--- src/rtl/branch_resolve_pkg.sv ---
// branch_resolve_pkg: funct3 encodings and FSM state shared by the branch resolve logic
package branch_resolve_pkg;
  localparam logic [2:0] F3_BEQ  = 3'b000;
  localparam logic [2:0] F3_BNE  = 3'b001;
  localparam logic [2:0] F3_BLT  = 3'b100;
  localparam logic [2:0] F3_BGE  = 3'b101;
  localparam logic [2:0] F3_BLTU = 3'b110;
  localparam logic [2:0] F3_BGEU = 3'b111;
  typedef enum logic [1:0] {IDLE, REDIRECT, FLUSH} state_e;
endpackage

--- src/rtl/branch_resolve_cond.sv ---
// branch_cond: combinational taken/illegal decode from funct3 and the comparator bit
module branch_cond
  import branch_resolve_pkg::*;
(
  input  logic [2:0] funct3,
  input  logic       cmp_lsb,
  input  logic       is_jump,
  output logic       taken,
  output logic       illegal
);
  logic pos, neg;
  always_comb begin
    pos = funct3 inside {F3_BEQ, F3_BLT, F3_BLTU};
    neg = funct3 inside {F3_BNE, F3_BGE, F3_BGEU};
    taken = is_jump || (pos && cmp_lsb) || (neg && !cmp_lsb);
    illegal = !is_jump && !pos && !neg;
  end
endmodule

--- src/rtl/branch_resolve.sv ---
// branch_resolve: resolves branches, drives the fetch redirect handshake and a timed flush
module branch_resolve
  import branch_resolve_pkg::*;
#(
  parameter int AW = 32,
  parameter int FLUSH_CYCLES = 2,
  parameter int STAT_W = 16
) (
  input  logic              clk,
  input  logic              rst_n,
  input  logic              br_valid,
  output logic              br_ready,
  input  logic              br_is_jump,
  input  logic [2:0]        br_funct3,
  input  logic              cmp_lsb,
  input  logic [AW-1:0]     br_target,
  output logic              redirect_valid,
  output logic [AW-1:0]     redirect_pc,
  input  logic              redirect_ack,
  output logic              flush,
  output logic              misalign,
  output logic              illegal,
  output logic [STAT_W-1:0] taken_cnt
);
  localparam int CW = FLUSH_CYCLES > 1 ? $clog2(FLUSH_CYCLES) : 1;
  localparam logic [CW-1:0] CNT_INIT = CW'(FLUSH_CYCLES > 0 ? FLUSH_CYCLES - 1 : 0);
  state_e state_q, state_d;
  logic [CW-1:0] cnt_q, cnt_d;
  logic [AW-1:0] pc_q, pc_d;
  logic [STAT_W-1:0] tc_q, tc_d;
  logic rv_q, rv_d, flush_q, flush_d, mis_q, mis_d, ill_q, ill_d;
  logic taken, bad_f3, aligned;
  branch_cond u_cond (
    .funct3 (br_funct3),
    .cmp_lsb(cmp_lsb),
    .is_jump(br_is_jump),
    .taken  (taken),
    .illegal(bad_f3)
  );
  always_comb begin
    state_d = state_q;
    cnt_d = cnt_q;
    pc_d = pc_q;
    tc_d = tc_q;
    rv_d = rv_q;
    flush_d = flush_q;
    mis_d = 1'b0;
    ill_d = 1'b0;
    aligned = br_target[1:0] == 2'b00;
    case (state_q)
      IDLE: if (br_valid) begin
        ill_d = bad_f3;
        mis_d = taken && !aligned;
        if (taken && aligned) begin
          rv_d = 1'b1;
          pc_d = br_target;
          tc_d = &tc_q ? tc_q : tc_q + STAT_W'(1);
          state_d = REDIRECT;
        end
      end
      REDIRECT: if (redirect_ack) begin
        rv_d = 1'b0;
        flush_d = FLUSH_CYCLES != 0;
        cnt_d = CNT_INIT;
        state_d = FLUSH_CYCLES != 0 ? FLUSH : IDLE;
      end
      FLUSH: begin
        flush_d = cnt_q != '0;
        cnt_d = cnt_q != '0 ? cnt_q - CW'(1) : cnt_q;
        state_d = cnt_q != '0 ? FLUSH : IDLE;
      end
      default: state_d = IDLE;
    endcase
  end
  always_ff @(posedge clk or negedge rst_n) begin
    if (!rst_n) begin
      state_q <= IDLE;
      cnt_q <= '0;
      pc_q <= '0;
      tc_q <= '0;
      rv_q <= 1'b0;
      flush_q <= 1'b0;
      mis_q <= 1'b0;
      ill_q <= 1'b0;
    end else begin
      state_q <= state_d;
      cnt_q <= cnt_d;
      pc_q <= pc_d;
      tc_q <= tc_d;
      rv_q <= rv_d;
      flush_q <= flush_d;
      mis_q <= mis_d;
      ill_q <= ill_d;
    end
  end
  assign br_ready = state_q == IDLE;
  assign redirect_valid = rv_q;
  assign redirect_pc = pc_q;
  assign flush = flush_q;
  assign misalign = mis_q;
  assign illegal = ill_q;
  assign taken_cnt = tc_q;
endmodule

--- config.mk ---
export PLATFORM = sky130hd
export DESIGN_NAME = branch_resolve
export DESIGN_NICKNAME = d
export VERILOG_FILES = /design/src/rtl/branch_resolve_pkg.sv /design/src/rtl/branch_resolve_cond.sv /design/src/rtl/branch_resolve.sv
export SDC_FILE = /design/constraint.sdc
export NUM_CORES = 1
export LEC_CHECK = 0
export ABC_CLOCK_PERIOD_IN_PS = 2200
export BUFFER_PORTS_ARGS = -buffer_cell sky130_fd_sc_hd__buf_2
export CORE_UTILIZATION = 50
export CTS_BUF_LIST = sky130_fd_sc_hd__clkbuf_2
export DETAILED_ROUTE_END_ITERATION = 6
export PLACE_DENSITY = 0.82
export SYNTH_ARGS = -nofsm -noshare
export SYNTH_HDL_FRONTEND = slang
export SYNTH_HIERARCHICAL = 1
export SYNTH_SLANG_ARGS = --single-unit
export TNS_END_PERCENT = 10
--- constraint.sdc ---
create_clock -name clk -period 2.2 [get_ports clk]
set_clock_uncertainty 0.15 [all_clocks]
set_input_delay 0.44 -clock clk [delete_from_list [all_inputs] [get_ports clk]]
set_output_delay 0.44 -clock clk [all_outputs]
set_load 0.1 [all_outputs]
== Word level (Yosys, flattened, before mapping) ==
Cells that the tools add are included.

* Register bits: 55
* Bits in latches: 0
* Bits in writable memories: 0
* Bits in read-only memories: 0
* Bits of input ports: 41
* Output and inout bits: 53
* Logic and storage cells: 64
* Memories kept: 0

* Add/sub/neg operators: 2
* Multiply operators: 0
* Div/mod/pow operators: 0
* $lt $le $gt $ge: 0
* Equality and inequality tests: 10
* Shift-type cells: 0
* Mux-type cells: 17
* Bitwise logic cells: 1
* Reductions and logical operators: 26

{| class="wikitable"
|+ Operator list
! cell !! count
|-
| $add A16 B1 Y16 const B || 1
|-
| $reduce_and A16 Y1 || 1
|-
| $eq A3 B3 Y1 const B || 4
|-
| $mux W1 || 9
|-
| $mux W2 || 4
|-
| $reduce_and A4 Y1 || 2
|-
| $logic_and A1 B1 Y1 || 6
|-
| $pmux W1 S2 || 3
|-
| $pmux W2 S3 || 1
|-
| $reduce_and A3 Y1 || 2
|-
| $reduce_bool A3 Y1 || 2
|-
| $logic_not A1 Y1 || 5
|-
| $logic_not A2 Y1 || 2
|-
| $ne A2 B2 Y1 const B || 2
|-
| $reduce_bool A2 Y1 || 2
|-
| $eq A3 B1 Y1 const B || 1
|-
| $logic_not A3 Y1 || 1
|-
| $eq A2 B1 Y1 const B || 1
|-
| $eq A2 B2 Y1 const B || 1
|-
| $logic_or A1 B1 Y1 || 2
|-
| $ne A2 B1 Y1 const B || 1
|-
| $reduce_and A2 Y1 || 1
|-
| $not A1 Y1 || 1
|-
| $sub A1 B1 Y1 const B || 1
|}

== Logic depth before layout (Yosys ltp) ==
* Word-level depth: 9
* Mapped depth: 6
* Depth with buffers taken out: 6

== Hierarchy ==
Netlist, hierarchy kept.

{| class="wikitable"
|+ Modules (own cells, without submodules)
! module !! instances !! cells each !! area an instance (um^2) !! seq. area each (um^2)
|-
| branch_resolve || 1 || 167 || 2336.0 || 1376.3
|-
| branch_cond || 1 || 4 || 26.3 || 0.0
|}

== Least setup slack after synthesis ==
Ideal clock, no wire load.

* Path type: register -> register
* From: register tc_q[0] (netlist: taken_cnt[0])
* To: register tc_q[1] (netlist: taken_cnt[1])
* Setup time: 0.126 ns
* Data arrival time: 2.150 ns
* Data required time: 1.924 ns
* Setup slack: -0.226 ns
* Stages on the path, launching flop included: 6
* Path buffers: 0
* Path through: dfrtp_1 -> ha_1 -> nand3_1 -> nor4_4 -> nor2_2 -> mux2_4

* Longest elaborated chain between the ends: 3
* Elaborated cells between the ends (all ways): 4
* Classes of those cells: add/sub (1); bitwise (1); reduce/logical (2)

{| class="wikitable"
|+ RTL lines
! item !! RTL line !! RTL
|-
| start: declaration || branch_resolve.sv:30 || <nowiki>logic [STAT_W-1:0] tc_q, tc_d;</nowiki>
|-
| start signal: assignment || branch_resolve.sv:89 || <nowiki>tc_q <= tc_d;</nowiki>
|-
| branches (longest 3 deep; another with $add A16 B1 Y16) || n/a ||
|}

Parallel ways; which one is timed is not known.
A chain may end at the register's enable or synchronous reset.

== Worst setup path in the final report ==
* From: register state_q[0]
* To: output port br_ready

* Longest elaborated chain between the ends: 1

{| class="wikitable"
|+ RTL lines
! item !! RTL line !! RTL
|-
| start: declaration || branch_resolve.sv:27 || <nowiki>state_e state_q, state_d;</nowiki>
|-
| start signal: assignment || branch_resolve.sv:86 || <nowiki>state_q <= state_d;</nowiki>
|-
| $logic_not A2 Y1 || branch_resolve.sv:96 || <nowiki>assign br_ready = state_q == IDLE;</nowiki>
|-
| end: declaration || branch_resolve.sv:12 || <nowiki>output logic br_ready,</nowiki>
|}

Every way passes these cells.

==> impl_metrics.tcl <==
set metrics [dict create \
    ys_top_cells_by_area "dfrtp_1 58%, mux2_2 15%, xor2_1 4.1%" \
    power.share.clock_pct 10.6 \
    end_kind "output port" \
    slew_viol_final 0 \
    antenna_found_initial 0 \
    vias 1721 \
    antenna_left 0 \
    grt_start_max_net_pins 30 \
    grt_first_pass_wirelength_mm 8.01 \
    switching_share_pct 58.8 \
    setup_viol 0 \
    wl_per_cell_um 14.5 \
    synth-compound-area-share_pct 3.18 \
    timing.fmax_mhz 493 \
    clk_transition_reported_paths_ns 0.27 \
    ys_async_sr_fraction_pct 100 \
    post_cts_buffers 0 \
    drcViolationCount 9 \
    comb_power_share_pct 57.9 \
    place_inst 317 \
    synth.most_common_cell "dfrtp_1" \
    viasPerCell 5.26 \
    drtIter0Drc 74 \
    syn_area_um2 2360 \
    synth_top_family_by_area "simple AND/OR/NAND/NOR gates" \
    start_util_pct 53.2 \
    synth_top_area_share_pct 58.3 \
    syn_avg_cell_area_um2 13.8 \
    grt.overflow.total 0 \
    rsz0062_at_grt "false" \
    synthesis.nets 213 \
    final_cells 327 \
    ys_seq_elements 55 \
    ir_drop_mv 1.19 \
    synth_xor_area_share_pct 4.08 \
    path_class "reg -> out" \
    fin_hold_ws_ns 0.0583 \
    synth_adder_area_share_pct 0.530 \
    hold_viol 0 \
    hpwlAfterDp_mm 3.66 \
    path_max_fanout 7 \
    cts_tree "built" \
    finalCritPeriodShare_pct 92.2 \
    status "finished with violations" \
    power.switching_mw 2.72 \
    min-delay-start "br_target[28]" \
    hold_path_class "in -> reg" \
    die_h_um 70.7 \
    cts_inserted_buffers 5 \
    synth.area.mux_share_pct 16.4 \
    power.density_nw_per_um2 1530 \
    boundaryPins 94 \
    gp_congestion 0.802 \
    drive_gt1_share_pct 58.2 \
    power_frac_seq_pct 31.5 \
    drv_cap 0 \
    post-route-min-period_ns 2.03 \
    rows 24 \
    synth-main-ff-cell "dfrtp_1" \
    worstHoldPathCells 2 \
    track_usage_pct 20.3 \
    insertion_delay_ns 0.43 \
    cp.required_ns 1.61 \
    intPower_mw 1.91 \
    synth_cells 171 \
    chipWidth_um 70.7 \
    startpoint_type "register" \
    n_fill_cell 346 \
    setup_tns_ns 0 \
    rrSetupSlack_ns 0.31 \
    wl_mm 4.75 \
    synth_common_cells "55 x dfrtp_1, 32 x mux2_2, 11 x xor2_1, 10 x nand2_1, 9 x nor2_1" \
    h-tree-depth 2 \
    hold_end "redirect_pc[28]$_DFFE_PN0P_" \
    dr.pass1.iters 6 \
    r2r_start "state_q[1]$_DFFE_PN0P_" \
    worstPathArrival_ns 1.44 \
    violations "DRC" \
    grt_pass1_vias 1836 \
    clockBufferDepth 2 \
    synth_enable_flop_cells 0 \
    core_area_um2 4440 \
    nNetsFinal 316 \
    synth_top_area_cell "dfrtp_1" \
    area_growth_pct 28.5 \
    synthDistinctLibCells 36 \
    r2r_end "taken_cnt[11]$_DFFE_PN0P_" \
    ys_warn_count 6 \
    die-area_um2 5000 \
    root_buffer "clkbuf_2" \
    yosys.area_share.simple_pct 16.8 \
    critPathLaunch "state_q[0]$_DFFE_PN0P_" \
    port-buffer-count 93 \
    n_antenna_cell 0 \
    yosysSeqAreaShare_pct 58.3 \
    cellLeakagePower_nw 1.58 \
    cts_sinks 55 \
    reg2regPathDepth 4 \
    slew_headroom_pct 55.7 \
    worst_pin_slew_ns 0.665 \
    p_total_mw 4.63 \
]
==> cells by family (layout without fill, tap and decap cells) <==
family | count (synthesis) | in the layout
compound gates | 12 | 12
xor+xnor | 11 | 11
fa+ha+maj | 1 | 1
buf+inv | 4 | 108
flops | 55 | 55
mux | 34 | 34
simple gates | 54 | 54
==> how the worst max path moves through the flow <==
stage,to,slack [ns],cells after the start
2_1_floorplan,taken_cnt[1]$_DFFE_PN0P_,-0.09,4
3_3_place_gp,redirect_pc[6]$_DFFE_PN0P_,0.09,7
3_5_place_dp,taken_cnt[11]$_DFFE_PN0P_,-0.005,7
4_1_cts,br_ready,0.04,2
5_1_grt,br_ready,0.07,2
6_report,br_ready,0.17,2
==> final cells by class <==
| cell class | count | area, um2 | area share (%) |
|---|---|---|---|
| multi-input combinational | 112 | 970 | 31.9 |
| inverter | 1 | 3.75 | 0.124 |
| sequential | 55 | 1390 | 45.8 |
| clock inverter | 3 | 38.8 | 1.28 |
| tap | 52 | 65.1 | 2.14 |
| clock buffer | 5 | 25.0 | 0.824 |
| timing repair buffer | 99 | 543 | 17.9 |
==> metal layers <==
metal	routed length, um	part of all wire [%]	global-route usage [%]
met1	1920	40	23.0
met2	2450	52	36.6
met3	339	7.1	6.70
met4	38	0.80	5.78
met5	0	0	0
==> stage by stage <==
stage | util [%] | setup WS, ns | instance area [um2]
after CTS | 68.3 | 0.0428 | 3030
after global routing | 68.3 | 0.0674 | 3040
after floorplan | - | -0.0891 | 2380
final | 68.3 | 0.172 | 3040
after detailed placement | 66.4 | -0.00540 | 2950
after global placement | 66.4 | 0.0891 | 2950
==> flip-flops by register name, summed over array words and instances, names as in the netlist <==
register	cells
redirect_pc	32
taken_cnt	16
state_q	2
cnt_q	1
flush	1
illegal	1
misalign	1
redirect_valid	1
==> power groups by stage <==
| stage | combinational [mW] | sequential, mW | clock, mW |
|---|---|---|---|
| 6_report | 2.68 | 1.46 | 0.491 |
| 5_1_grt | 2.76 | 1.50 | 0.538 |
| 2_1_floorplan | 0.351 | 3.37 | 0 |
| 4_1_cts | 2.69 | 1.46 | 0.511 |
| 3_3_place_gp | 2.66 | 1.47 | 0 |
| 3_5_place_dp | 2.69 | 1.48 | 0 |
==> worst max-delay path: stages (launching register included) <==
cell and delay, ns:
dfrtp_1 0.51, nor2_2 0.15, clkbuf_4 0.34
==> timing repair <==
item	4_1_cts	5_1_grt
resized for setup	0	1
hold buffers	2	0
setup endpoints to repair	0	1
endpoints found under the hold margin	29	0
==> cell usage in the layout, fill, tap and decap left out, drive strengths merged, types with 2 or more instances in the layout <==
| cell type | Yosys | layout |
|---|---|---|
| and4bb | 2 | 2 |
| nor3b | 2 | 2 |
| xor2 | 11 | 11 |
| and3 | 2 | 2 |
| buf | 3 | 96 |
| dlygate4sd3 | 0 | 2 |
| clkinv | 0 | 2 |
| nand4bb | 2 | 2 |
| nand2 | 11 | 11 |
| a21o | 2 | 2 |
| clkbuf | 0 | 6 |
| nor3 | 4 | 4 |
| and2 | 2 | 2 |
| nor4 | 3 | 3 |
| nand2b | 3 | 3 |
| nand4 | 5 | 5 |
| nor2 | 10 | 10 |
| dfrtp | 55 | 55 |
| nand3 | 3 | 3 |
| o21ai | 5 | 5 |
| a31oi | 2 | 2 |
| mux2 | 34 | 34 |
No activity file was read; power rests on OpenSTA's default activity.
